--- src/rtl/fb_pkg.sv ---
// Shared types and default geometry for the ping-pong frame buffer controller.
package fb_pkg;

  localparam int unsigned C_IMG_PXLS_DEF    = 4800;
  localparam int unsigned C_NB_IMG_PXLS_DEF = 13;
  localparam int unsigned C_NB_BUF_DEF      = 16;

  typedef enum logic [1:0] {
    S_CFG   = 2'd0,
    S_SYNC  = 2'd1,
    S_CAP   = 2'd2,
    S_READY = 2'd3
  } fb_state_t;

endpackage

--- src/rtl/fb_pingpong_ctrl_if.sv ---
// Capture-side inputs, buffer write port and display/status signals of the controller.
interface fb_pingpong_ctrl_if
  import fb_pkg::*;
#(
  parameter int unsigned C_NB_IMG_PXLS = C_NB_IMG_PXLS_DEF,
  parameter int unsigned C_NB_BUF      = C_NB_BUF_DEF
);

  logic                     config_done;
  logic                     freeze;
  logic                     cap_we;
  logic [C_NB_IMG_PXLS-1:0] cap_addr;
  logic [C_NB_BUF-1:0]      cap_data;
  logic                     disp_sof;
  logic                     wea0;
  logic                     wea1;
  logic [C_NB_IMG_PXLS-1:0] addra;
  logic [C_NB_BUF-1:0]      dina;
  logic                     rd_sel;
  logic                     frame_ready;
  logic [7:0]               frame_cnt;
  logic                     overrun;
  logic                     sof_err;

  modport master (
    output config_done, freeze, cap_we, cap_addr, cap_data, disp_sof,
    input  wea0, wea1, addra, dina, rd_sel, frame_ready, frame_cnt, overrun, sof_err
  );

  modport slave (
    input  config_done, freeze, cap_we, cap_addr, cap_data, disp_sof,
    output wea0, wea1, addra, dina, rd_sel, frame_ready, frame_cnt, overrun, sof_err
  );

endinterface

--- src/rtl/fb_pingpong_ctrl.sv ---
// Ping-pong frame buffer controller: camera writes fill the back buffer,
// display start-of-frame swaps it to the front once a full frame is captured.
module fb_pingpong_ctrl
  import fb_pkg::*;
#(
  parameter int unsigned C_IMG_PXLS    = C_IMG_PXLS_DEF,
  parameter int unsigned C_NB_IMG_PXLS = C_NB_IMG_PXLS_DEF,
  parameter int unsigned C_NB_BUF      = C_NB_BUF_DEF
) (
  input  logic                clk,
  input  logic                rst,
  fb_pingpong_ctrl_if.slave   bus
);

  localparam logic [C_NB_IMG_PXLS-1:0] LAST_ADDR = C_NB_IMG_PXLS'(C_IMG_PXLS - 1);

  fb_state_t                state, state_nxt;
  logic                     wr, swap, ovr_nxt, serr_nxt;
  logic                     rd_sel_q;
  logic [7:0]               frame_cnt_q;
  logic                     wea0_q, wea1_q;
  logic [C_NB_IMG_PXLS-1:0] addra_q;
  logic [C_NB_BUF-1:0]      dina_q;
  logic                     frame_ready_q, overrun_q, sof_err_q;
  logic                     addr_zero, addr_in_range;

  assign addr_zero     = (bus.cap_addr == '0);
  assign addr_in_range = (32'(bus.cap_addr) < C_IMG_PXLS);

  // Losing config_done overrides everything; writes are blocked in that cycle too.
  always_comb begin
    state_nxt = state;
    wr        = 1'b0;
    swap      = 1'b0;
    ovr_nxt   = 1'b0;
    serr_nxt  = 1'b0;
    if (!bus.config_done) begin
      state_nxt = S_CFG;
    end else begin
      unique case (state)
        S_CFG:  state_nxt = S_SYNC;
        S_SYNC: begin
          if (bus.cap_we && addr_zero && !bus.freeze) begin
            wr        = 1'b1;
            state_nxt = S_CAP;
          end
        end
        S_CAP: begin
          if (bus.cap_we && addr_in_range) begin
            wr       = 1'b1;
            serr_nxt = addr_zero;
            if (bus.cap_addr == LAST_ADDR) state_nxt = S_READY;
          end
        end
        S_READY: begin
          if (bus.disp_sof) begin
            swap      = 1'b1;
            state_nxt = S_SYNC;
          end else if (bus.cap_we && addr_zero) begin
            ovr_nxt = 1'b1;
          end
        end
        default: state_nxt = S_CFG;
      endcase
    end
  end

  always_ff @(posedge clk or posedge rst) begin
    if (rst) begin
      state         <= S_CFG;
      rd_sel_q      <= 1'b0;
      frame_cnt_q   <= '0;
      wea0_q        <= 1'b0;
      wea1_q        <= 1'b0;
      addra_q       <= '0;
      dina_q        <= '0;
      frame_ready_q <= 1'b0;
      overrun_q     <= 1'b0;
      sof_err_q     <= 1'b0;
    end else begin
      state         <= state_nxt;
      frame_ready_q <= (state_nxt == S_READY);
      overrun_q     <= ovr_nxt;
      sof_err_q     <= serr_nxt;
      // Back buffer is ~rd_sel; rd_sel never changes in a cycle that writes.
      wea0_q        <= wr & rd_sel_q;
      wea1_q        <= wr & ~rd_sel_q;
      if (wr) begin
        addra_q <= bus.cap_addr;
        dina_q  <= bus.cap_data;
      end
      if (swap) begin
        rd_sel_q    <= ~rd_sel_q;
        frame_cnt_q <= frame_cnt_q + 8'd1;
      end
    end
  end

  assign bus.wea0        = wea0_q;
  assign bus.wea1        = wea1_q;
  assign bus.addra       = addra_q;
  assign bus.dina        = dina_q;
  assign bus.rd_sel      = rd_sel_q;
  assign bus.frame_ready = frame_ready_q;
  assign bus.frame_cnt   = frame_cnt_q;
  assign bus.overrun     = overrun_q;
  assign bus.sof_err     = sof_err_q;

endmodule

--- src/flat_wrapper.sv ---
// flat-port wrapper written by rule: the top's interface ports become plain ports
module fb_pingpong_ctrl_flat import fb_pkg::*;
#(
  parameter int unsigned C_IMG_PXLS    = C_IMG_PXLS_DEF,
  parameter int unsigned C_NB_IMG_PXLS = C_NB_IMG_PXLS_DEF,
  parameter int unsigned C_NB_BUF      = C_NB_BUF_DEF
)
  (clk, rst, bus_config_done, bus_freeze, bus_cap_we, bus_cap_addr, bus_cap_data, bus_disp_sof, bus_wea0, bus_wea1, bus_addra, bus_dina, bus_rd_sel, bus_frame_ready, bus_frame_cnt, bus_overrun, bus_sof_err);
  fb_pingpong_ctrl_if #(.C_NB_IMG_PXLS(C_NB_IMG_PXLS), .C_NB_BUF(C_NB_BUF)) bus_i ();
  input  logic clk;
  input  logic rst;
  input wire logic [$bits(bus_i.config_done)-1:0] bus_config_done;
  input wire logic [$bits(bus_i.freeze)-1:0] bus_freeze;
  input wire logic [$bits(bus_i.cap_we)-1:0] bus_cap_we;
  input wire logic [$bits(bus_i.cap_addr)-1:0] bus_cap_addr;
  input wire logic [$bits(bus_i.cap_data)-1:0] bus_cap_data;
  input wire logic [$bits(bus_i.disp_sof)-1:0] bus_disp_sof;
  output wire logic [$bits(bus_i.wea0)-1:0] bus_wea0;
  output wire logic [$bits(bus_i.wea1)-1:0] bus_wea1;
  output wire logic [$bits(bus_i.addra)-1:0] bus_addra;
  output wire logic [$bits(bus_i.dina)-1:0] bus_dina;
  output wire logic [$bits(bus_i.rd_sel)-1:0] bus_rd_sel;
  output wire logic [$bits(bus_i.frame_ready)-1:0] bus_frame_ready;
  output wire logic [$bits(bus_i.frame_cnt)-1:0] bus_frame_cnt;
  output wire logic [$bits(bus_i.overrun)-1:0] bus_overrun;
  output wire logic [$bits(bus_i.sof_err)-1:0] bus_sof_err;
  assign bus_i.config_done = bus_config_done;
  assign bus_i.freeze = bus_freeze;
  assign bus_i.cap_we = bus_cap_we;
  assign bus_i.cap_addr = bus_cap_addr;
  assign bus_i.cap_data = bus_cap_data;
  assign bus_i.disp_sof = bus_disp_sof;
  assign bus_wea0 = bus_i.wea0;
  assign bus_wea1 = bus_i.wea1;
  assign bus_addra = bus_i.addra;
  assign bus_dina = bus_i.dina;
  assign bus_rd_sel = bus_i.rd_sel;
  assign bus_frame_ready = bus_i.frame_ready;
  assign bus_frame_cnt = bus_i.frame_cnt;
  assign bus_overrun = bus_i.overrun;
  assign bus_sof_err = bus_i.sof_err;
  fb_pingpong_ctrl #(.C_IMG_PXLS(C_IMG_PXLS), .C_NB_IMG_PXLS(C_NB_IMG_PXLS), .C_NB_BUF(C_NB_BUF)) u_core (.clk(clk), .rst(rst), .bus(bus_i));
endmodule
--- config.mk ---
export PLATFORM = sky130hd
export DESIGN_NAME = fb_pingpong_ctrl_flat
export DESIGN_NICKNAME = d
export VERILOG_FILES = /design/src/rtl/fb_pkg.sv /design/src/rtl/fb_pingpong_ctrl_if.sv /design/src/rtl/fb_pingpong_ctrl.sv /design/src/flat_wrapper.sv
export SDC_FILE = /design/constraint.sdc
export NUM_CORES = 1
export LEC_CHECK = 0
export BUFFER_PORTS_ARGS = -buffer_cell sky130_fd_sc_hd__clkbuf_2
export CAP_MARGIN = 25
export CORE_ASPECT_RATIO = 1.4
export CORE_MARGIN = 1
export CORE_UTILIZATION = 52
export CTS_CLUSTER_DIAMETER = 200
export DETAILED_ROUTE_END_ITERATION = 12
export PLACE_DENSITY = 0.84
export SYNTH_ARGS = -nofsm -noshare
export SYNTH_HDL_FRONTEND = slang
export SYNTH_SLANG_ARGS = --single-unit
--- constraint.sdc ---
create_clock -name clk -period 3.2 [get_ports clk]
set_clock_uncertainty 0.15 [all_clocks]
set_input_delay 0.48 -clock clk [delete_from_list [all_inputs] [get_ports clk]]
set_output_delay 0.48 -clock clk [all_outputs]
set_load 0.1 [all_outputs]
==> qor.csv <==
stage,metric,value,unit
status,status,completed,
clocking,htreeDepth,2,
synth,synth_top_family_by_area,multiplexers,
timing,max_freq,462,MHz
clocking,cts.repair.resized,0,
synth,netlist.area_leader.share,55.8,%
floorplanning,die-area,4140,µm²
setup_path,setup.worst_path.start_class,flop,
layout,antenna_cells,0,
layout,final_area,2520,µm²
timing,layout_setup_ws,1.04,ns
clocking,path_clk_slew,0.08,ns
synth,synthAdderAreaFrac,4.34,%
synth,synthDistinctLibCells,30,
timing,rsz0062_at_grt,no,
synth,ys_ff_latch,45,
routing,drt.antenna.violating_nets,0,
timing,finalSetupTns,0,ns
setup_path,required,3.22,ns
synth,ys_top_cells_by_count,"45 x dfrtp_1, 20 x mux2_4, 9 x mux2_1, 7 x ha_1, 7 x nor2_1",
setup_path,worst-path-max-fanout,31,
synth,yosysMostFrequentCell,dfrtp_1,
clocking,clockRootBuffer,clkbuf_8,
setup_path,max_stage_delay,0.48,ns
timing,period_share,67.6,%
routing,finalWirelength,3890,µm
min_path,hp-class,in -> async,
synth,synth.area.top_cells,"dfrtp_1 56%, mux2_4 15%, mux2_1 5.0%",
clocking,clk_path_buf_depth,2,
synth,synth_edf_count,0,
clocking,clkLatencyLatePin,0.29,ns
timing,finalSetupViolCount,0,
synth,muxShareOfSynthArea,20.5,%
layout,fin_nets,268,
setup_path,arrival,2.19,ns
pwr,leakage,1.38,nW
placement,pre_cts_ws,0.824,ns
synth,synth_compound_area_share,3.47,%
placement,port_buffers,77,
placement,gp_congestion,0.854,
synth,synth_ff_type,dfrtp_1,
routing,top_layer,met4,
clocking,cts_tree,built,
pwr,vdd_ir_drop_max,0.382,mV
synth,yosys_warnings,0,
routing,wl_met1,1550,µm
routing,firstDrtPassIters,4,
synth,synth_xor_area_share,3.47,%
synth,synth_async_sr_flop_share,100,%
synth,ys_seq_area_share,55.8,%
floorplanning,die_w,54.6,µm
routing,met2_length,2080,µm
synth,synth.avg_cell_area,14.0,µm²
routing,routed_via_density,5.12,
timing,finalHoldViolations,0,
layout,syn_to_final_growth,25.2,%
global_routing,grt_max_degree,46,
setup_path,cpMaxStageDelayCell,dfrtp_1,
timing,finalCriticalPeriod,2.16,ns
setup_path,critPathBufInv,2,
global_routing,first_global_vias,1356,
timing,maxSlewHeadroom,40.9,%
floorplanning,num_rows,26,
layout,multi_input_area,846,µm²
routing,vias,1378,
routing,dr_wl_met3,178,µm
floorplanning,pin_count,78,
flow_run,cap_violations,0,
setup_path,critPathKind,reg -> reg,
routing,drcViolationCount,0,
placement,placed_area,2440,µm²
synth,syn_area,2020,µm²
floorplanning,die_h,75.7,µm
layout,drive_gt1_share,47.6,%
layout,n_fill_cell,278,
synth,synth_fp_nets,186,
setup_path,cp_top_family,flip-flops,
timing,worst_pin_slew,0.885,ns
routing,dr.first_iter.drc_count,24,
floorplanning,core_area,3680,µm²
global_routing,grt_usage,20.1,%
global_routing,globalRouteOverflowTotal,0,
timing,slew_violations,0,
clocking,numCtsBuffers,5,
floorplanning,initial_core_util,54.9,%
clocking,ctsHoldBuffers,0,
setup_path,path_cells,"inv_1, ha_1, nand3_1, o21bai_1, a21oi_4, buf_12, mux2_1",
synth,synth_cells,144,
clocking,cts.sinks,45,
synth,synth_top_cell_by_area,dfrtp_1,
clocking,postCtsSetupBuffers,0,
pwr,p_per_area,378,nW/µm²
synth,synthSimpleGateAreaFrac,10.2,%
global_routing,grt_antenna_before_repair,0,
global_routing,grt_pass1_wl,5800,µm
routing,wl_per_cell,14.5,µm
setup_path,end_kind,flop,
layout,seq_area,1130,µm²
placement,hpwl,2980,µm
flip-flops by register name (all words and copies together) (netlist names):
signal,cells
u_core.bus.wea0,1
u_core.bus.overrun,1
u_core.bus.sof_err,1
u_core.bus.dina,16
u_core.bus.addra,13
u_core.bus.frame_cnt,8
u_core.state,2
u_core.bus.rd_sel,1
u_core.bus.wea1,1
u_core.bus.frame_ready,1
layout by cell type, fill, tap and decap left out:
cell type / n
a31oi_1: 1
and4_1: 1
a21oi_4: 1
a211oi_1: 1
or3_1: 1
nor2_1: 7
nand4_1: 4
and2_1: 1
o31ai_1: 1
xnor2_1: 5
nor3_1: 1
nor2b_1: 4
nand3_2: 1
and3_1: 3
nor4_1: 2
nand2_1: 5
mux2_2: 1
inv_2: 1
dfrtp_1: 45
o21ai_0: 2
clkinvlp_4: 1
clkbuf_1: 2
xor2_1: 3
a21oi_1: 2
ha_1: 7
clkbuf_8: 5
clkbuf_2: 77
o21bai_1: 1
inv_1: 2
mux2_4: 20
nand3_1: 6
mux2_1: 9
nand2b_1: 2
buf_12: 1
o21ai_1: 1
power breakdown:
part / internal (mW) / leakage [nW] / switching [mW]
clock network: 0.154 / 0.0385 / 0.177
logic: 0.0213 / 0.717 / 0.0310
registers: 0.569 / 0.627 / 0.00236
total: 0.745 / 1.38 / 0.210
kinds of logic after synthesis:
group / Yosys count
flops: 45
compound gates: 10
mux: 30
buf+inv: 6
xor+xnor: 8
simple gates: 38
fa+ha+maj: 7
metal layers:
metal | vias to the layer above | GRT usage, %
li1 | 673 | -
met1 | 648 | 21.4
met2 | 46 | 36.1
met3 | 11 | 4.79
met4 | 0 | 9.12
met5 | - | 0
stage by stage:
step	total power, mW	std cells	hold WS (ns)	util, %
floorplan	0.602	144	0.438	-
global placement	0.635	261	0.311	66.4
detailed placement	0.636	261	0.322	66.4
CTS	0.967	269	0.247	68.7
global route	0.999	269	0.249	68.7
finish	0.955	269	0.209	68.7
layout make-up:
class | instances | area share (%)
Clock inverter | 1 | 0.297
Clock buffer | 7 | 3.02
Tap cell | 42 | 2.08
Sequential cell | 45 | 44.6
Timing Repair Buffer | 78 | 16.1
Multi-Input combinational cell | 93 | 33.5
Inverter | 3 | 0.446
path summary, 6_finish.rpt:
kind / slack, ns / cells after the start / endpoint / from
max in group asynchronous: 2.13 / 2 / u_core.bus.dina[10]$_DFFE_PP0P_ / rst
hold / removal: 0.21 / 2 / u_core.bus.dina[1]$_DFFE_PP0P_ / rst
setup / recovery: 1.04 / 7 / u_core.bus.addra[5]$_DFFE_PP0P_ / u_core.state[0]$_DFF_PP0_
hold reg to reg: 0.34 / 1 / u_core.bus.frame_cnt[7]$_DFFE_PP0P_ / u_core.bus.frame_cnt[7]$_DFFE_PP0P_
setup reg to reg: 1.04 / 7 / u_core.bus.addra[5]$_DFFE_PP0P_ / u_core.state[0]$_DFF_PP0_
min in group clk: 0.27 / 2 / u_core.bus.dina[15]$_DFFE_PP0P_ / bus_cap_data[15]
Power figures use the tool's default switching activity.
